===== config.mk =====
export PLATFORM = sky130hd
export DESIGN_NAME = ssd_scan_driver
export DESIGN_NICKNAME = d
export VERILOG_FILES = /design/src/rtl/ssd_scan_driver.sv
export SDC_FILE = /design/constraint.sdc
export NUM_CORES = 1
export LEC_CHECK = 0
export ABC_CLOCK_PERIOD_IN_PS = 3000
export BUFFER_PORTS_ARGS = -buffer_cell sky130_fd_sc_hd__buf_2
export CELL_PAD_IN_SITES_DETAIL_PLACEMENT = 1
export CELL_PAD_IN_SITES_GLOBAL_PLACEMENT = 2
export CORE_ASPECT_RATIO = 0.5
export CORE_MARGIN = 4
export CORE_UTILIZATION = 40
export DETAILED_ROUTE_END_ITERATION = 10
export PLACE_DENSITY_LB_ADDON = 0.1
export SLEW_MARGIN = 0
export SYNTH_ARGS = -nofsm -noshare
export SYNTH_HDL_FRONTEND = slang
export SYNTH_SLANG_ARGS = --single-unit

===== constraint.sdc =====
create_clock -name clk -period 3 [get_ports clk]
set_clock_uncertainty 0.05 [all_clocks]
set_input_delay 0.3 -clock clk [delete_from_list [all_inputs] [get_ports clk]]
set_output_delay 0.3 -clock clk [all_outputs]
set_load 0.02 [all_outputs]

===== src/rtl/ssd_scan_driver.sv =====
// Four-digit multiplexed seven-segment driver with per-digit blink and whole-display flash.
// The frame (codes, blink mask, flash) is latched once per scan so digits never tear.
module ssd_scan_driver #(
  parameter int REFRESH_DIV = 100000,
  parameter int BLINK_DIV   = 50000000
) (
  input  logic        clk,
  input  logic        rst,
  input  logic [19:0] ssd,
  input  logic [3:0]  blink_en,
  input  logic        flash,
  output logic [3:0]  AN,
  output logic [6:0]  seven_out
);

  localparam int RW = (REFRESH_DIV > 1) ? $clog2(REFRESH_DIV) : 1;
  localparam int BW = (BLINK_DIV > 1) ? $clog2(BLINK_DIV) : 1;
  localparam logic [RW-1:0] REF_LAST   = RW'(REFRESH_DIV - 1);
  localparam logic [BW-1:0] BLINK_LAST = BW'(BLINK_DIV - 1);
  localparam logic [19:0]   FRAME_BLANK = {4{5'd19}};

  logic [RW-1:0] ref_cnt_q, ref_cnt_d;
  logic [BW-1:0] blink_cnt_q, blink_cnt_d;
  logic [1:0]    idx_q, idx_d;
  logic          phase_q, phase_d;
  logic [19:0]   frame_ssd_q, frame_ssd_d;
  logic [3:0]    frame_blink_q, frame_blink_d;
  logic          frame_flash_q, frame_flash_d;
  logic [3:0]    an_q, an_d;
  logic [6:0]    seg_q, seg_d;

  logic          ref_tc;
  logic          blink_tc;
  logic          frame_tc;
  logic          supp;
  logic [4:0]    code;

  // Segment patterns {a,b,c,d,e,f,g}, active-low; unused codes are blank.
  function automatic logic [6:0] decode(input logic [4:0] c);
    logic [6:0] s;
    case (c)
      5'd0:    s = 7'b0000001;
      5'd1:    s = 7'b1001111;
      5'd2:    s = 7'b0010010;
      5'd3:    s = 7'b0000110;
      5'd4:    s = 7'b1001100;
      5'd5:    s = 7'b0100100;
      5'd6:    s = 7'b0100000;
      5'd7:    s = 7'b0001111;
      5'd8:    s = 7'b0000000;
      5'd9:    s = 7'b0000100;
      5'd10:   s = 7'b0110001;
      5'd11:   s = 7'b1110001;
      5'd12:   s = 7'b0100100;
      5'd13:   s = 7'b1000010;
      5'd14:   s = 7'b0000001;
      5'd15:   s = 7'b0011000;
      5'd16:   s = 7'b0110000;
      5'd17:   s = 7'b1101010;
      5'd18:   s = 7'b1111110;
      5'd20:   s = 7'b1100000;
      default: s = 7'b1111111;
    endcase
    return s;
  endfunction

  always_comb begin
    ref_tc   = (ref_cnt_q == REF_LAST);
    blink_tc = (blink_cnt_q == BLINK_LAST);
    frame_tc = ref_tc && (idx_q == 2'd3);

    ref_cnt_d   = ref_tc ? '0 : ref_cnt_q + RW'(1);
    idx_d       = ref_tc ? idx_q + 2'd1 : idx_q;
    blink_cnt_d = blink_tc ? '0 : blink_cnt_q + BW'(1);
    phase_d     = phase_q ^ blink_tc;

    frame_ssd_d   = frame_tc ? ssd      : frame_ssd_q;
    frame_blink_d = frame_tc ? blink_en : frame_blink_q;
    frame_flash_d = frame_tc ? flash    : frame_flash_q;

    case (idx_q)
      2'd0:    code = frame_ssd_q[19:15];
      2'd1:    code = frame_ssd_q[14:10];
      2'd2:    code = frame_ssd_q[9:5];
      default: code = frame_ssd_q[4:0];
    endcase

    // Outputs follow the current index, so they trail an index change by one clock.
    supp  = phase_q && (frame_flash_q || frame_blink_q[2'd3 - idx_q]);
    an_d  = supp ? 4'b1111 : ~(4'b1000 >> idx_q);
    seg_d = supp ? 7'b1111111 : decode(code);
  end

  always_ff @(posedge clk or posedge rst) begin
    if (rst) begin
      ref_cnt_q     <= '0;
      blink_cnt_q   <= '0;
      idx_q         <= 2'd0;
      phase_q       <= 1'b0;
      frame_ssd_q   <= FRAME_BLANK;
      frame_blink_q <= 4'b0000;
      frame_flash_q <= 1'b0;
      an_q          <= 4'b1111;
      seg_q         <= 7'b1111111;
    end else begin
      ref_cnt_q     <= ref_cnt_d;
      blink_cnt_q   <= blink_cnt_d;
      idx_q         <= idx_d;
      phase_q       <= phase_d;
      frame_ssd_q   <= frame_ssd_d;
      frame_blink_q <= frame_blink_d;
      frame_flash_q <= frame_flash_d;
      an_q          <= an_d;
      seg_q         <= seg_d;
    end
  end

  assign AN        = an_q;
  assign seven_out = seg_q;

endmodule

==> impl_metrics.csv <==
group,metric,value,unit
timing,finalSetupViolCount,0,
placement,post-dp-hpwl,6.58,mm
setup_path,reg2reg_slack,0.51,ns
power,ir_drop,0.263,mV
cells_and_area,stdcell_count,541,
grt,overflow,0,
grt,grt_pass1_wl,15.7,mm
synth,syn_avg_cell_area,11.4,um^2
cells_and_area,antenna_cells,0,
timing,tightestPinTransition,0.960,ns
synth,synth_top_area_share,36.4,%
timing,post-route-period-util,83.0,%
synth,synth_fp_nets,395,
synth,yosysUniqueCellTypes,50,
run_status,status,"completed",
grt,grt_pass1_vias,3069,
timing,tns,0,ns
setup_path,crit_type,"flop to flop",
timing,hold_slack,0.00146,ns
route,drtAntennaViolNets,0,
route,drc,0,
timing,layout_min_cycle_time,2.49,ns
job,maxCapViolCount,0,
grt,grt_max_degree,83,
floorplan,die_y,79.2,um
setup_path,rr_worst_depth,9,
floorplan,dieArea,11900,um^2
placement,port_buffers,37,
floorplan,die_w,150,um
clock_tree,cts_max_level,3,
synth,ys_warn_count,0,
setup_path,required,3.17,ns
floorplan,rows,25,
timing,report.final.slew_viol_count,0,
synth,syn_inst,355,
synth,synth_top_area_cell,"dfrtp_1",
setup_path,worst_ep_arrival_time,2.66,ns
clock_tree,cts_buffer_depth,2,
power,p_leak,2.17,nW
synth,yosys-top-cells-count,"59 x dfrtp_1, 34 x nor2_1, 28 x nand2_1, 23 x dfstp_2, 23 x nand3_1",
placement,place_ws,0.531,ns
synth,ys_ff_latch,82,
synth,synth_area,4050,um^2
route,drt-wirelength-per-cell,16.8,um
setup_path,r2r_start,"idx_q[0]",
timing,finalHoldViolCount,0,
route,via_per_inst,5.17,
synth,synthTopCellsByArea,"dfrtp_1 36%, dfstp_2 15%, mux2_4 7.4%, xnor2_1 4.1%, ha_1 4.0%",
placement,place_inst,525,
timing,fin_ws,0.509,ns
clock_tree,clock_latency,0.34,ns
route,vias,2798,
grt,antenna_found_initial,0,
clock_tree,cts_buffers,9,
timing,relSlewSlack,34.2,%
clock_tree,hold_buffers,0,
synth,synth_edf_count,0,
power,finalPower,0.00242,W
floorplan,core_area,9670,um^2
synth,synth-main-ff-cell,"dfrtp_1",
timing,rsz0062_at_grt,"false",
floorplan,io_pins,38,
clock_tree,cts_resized,0,
route,firstDrtPassIters,4,
timing,fmax,401,MHz
route,drtIter0Drc,123,
synth,synth_seq_area_share,51.4,%
clock_tree,cts-root-buf,"clkbuf_16",
setup_path,r2r_end,"seven_out[2]",
cells_and_area,syn2layout_area_growth,16.5,%
grt,track_usage,16.7,%
cells_and_area,final_nets,441,
clock_tree,postCtsSetupBuffers,0,
route,drt-total-wl,9.09,mm
setup_path,cp_max_fo,6,
power,power_density,514,nW/um^2
placement,routabilityCongestion,0.801,
setup_path,cp-end-kind,"flop",
setup_path,critPathLaunchType,"flop",
floorplan,start_util,41.9,%
clock_tree,cts_sinks,82,
synth,async_flop_share,100,%
synth,synthMostInstantiatedCell,"dfrtp_1",
clock_tree,cts.clk_slew.worst_paths,0.07,ns
worst_hold_path,hold_path.class,"primary input to async pin",
cells_and_area,drive_gt1_share,29.8,%
clock_tree,cts_tree,"done",
## cell families after synthesis
group	Yosys count	synth area share, %
compound gates	39	6.55
xor+xnor	37	8.00
fa+ha+maj	13	4.01
buf+inv	21	2.41
flops	82	51.4
mux	32	10.9
simple gates	131	16.7
## sequential cells by signal (all words and copies together), names as in the netlist
register,flops
blink_cnt_q,26
frame_ssd_q,20
ref_cnt_q,17
seven_out,7
AN,4
frame_blink_q,4
idx_q,2
frame_flash_q,1
phase_q,1
## power by group
part	switching [W]	internal [W]
Clock	0.000462	0.000652
Combinational	0.0000851	0.0000641
Sequential	0.0000142	0.00115
Total	0.000561	0.00186
## metal layers
metal	track usage [%]	wire length [um]	vias up
met3	4.45	203	9
met1	22.1	4400	1426
li1	-	-	1338
met4	4.29	89	0
met5	0	0	-
met2	27.4	4400	25
## critical path, cell delays in order, from the launching register on
cell      delay, ns
dfrtp_1        0.43
inv_1          0.15
ha_1           0.30
a222oi_1       0.13
a21oi_1        0.39
inv_1          0.18
ha_1           0.29
o21ai_0        0.19
o21ai_0        0.10
o311ai_0       0.16
## how the worst max path moves through the flow
stage	startpoint	slack [ns]	depth (start not counted)	endpoint
final	idx_q[0]	0.51	9	seven_out[2]
after global placement	idx_q[0]	0.70	9	seven_out[2]
after global routing	idx_q[0]	0.29	7	seven_out[6]
after detailed placement	idx_q[0]	0.53	9	seven_out[2]
after CTS	idx_q[0]	0.49	9	seven_out[2]
after floorplan	rst	0.58	1	blink_cnt_q[0]
## area by class of cell
cell class / count / area [um^2]
fill: 1042 / 4950
sequential: 82 / 2080
multi-input combinational: 252 / 1870
timing repair buffer: 44 / 250
clock buffer: 9 / 225
tap: 135 / 169
clock inverter: 7 / 75.1
inverter: 12 / 45.0
## layout by cell type, fill, tap and decap left out, drive strengths merged, types with 5 or more instances in the layout
master	synthesis	routed
a21oi	11	11
a222oi	5	5
and3	10	10
buf	3	44
clkbuf	6	9
dfrtp	59	59
dfstp	23	23
ha	13	13
inv	12	15
mux2	28	28
nand2	30	30
nand3	23	23
nand4	9	9
nor2	34	34
nor3	5	5
nor4	5	5
o21ai	8	8
xnor2	19	19
xor2	18	18
## metrics by stage
step	utilization, %	cell area, um^2
2_1_floorplan	-	4050
3_3_place_gp	45.7	4420
5_1_grt	48.8	4720
3_5_place_dp	45.7	4420
4_1_cts	48.8	4720
6_report	48.8	4720
(Power assumes the default switching activity.)
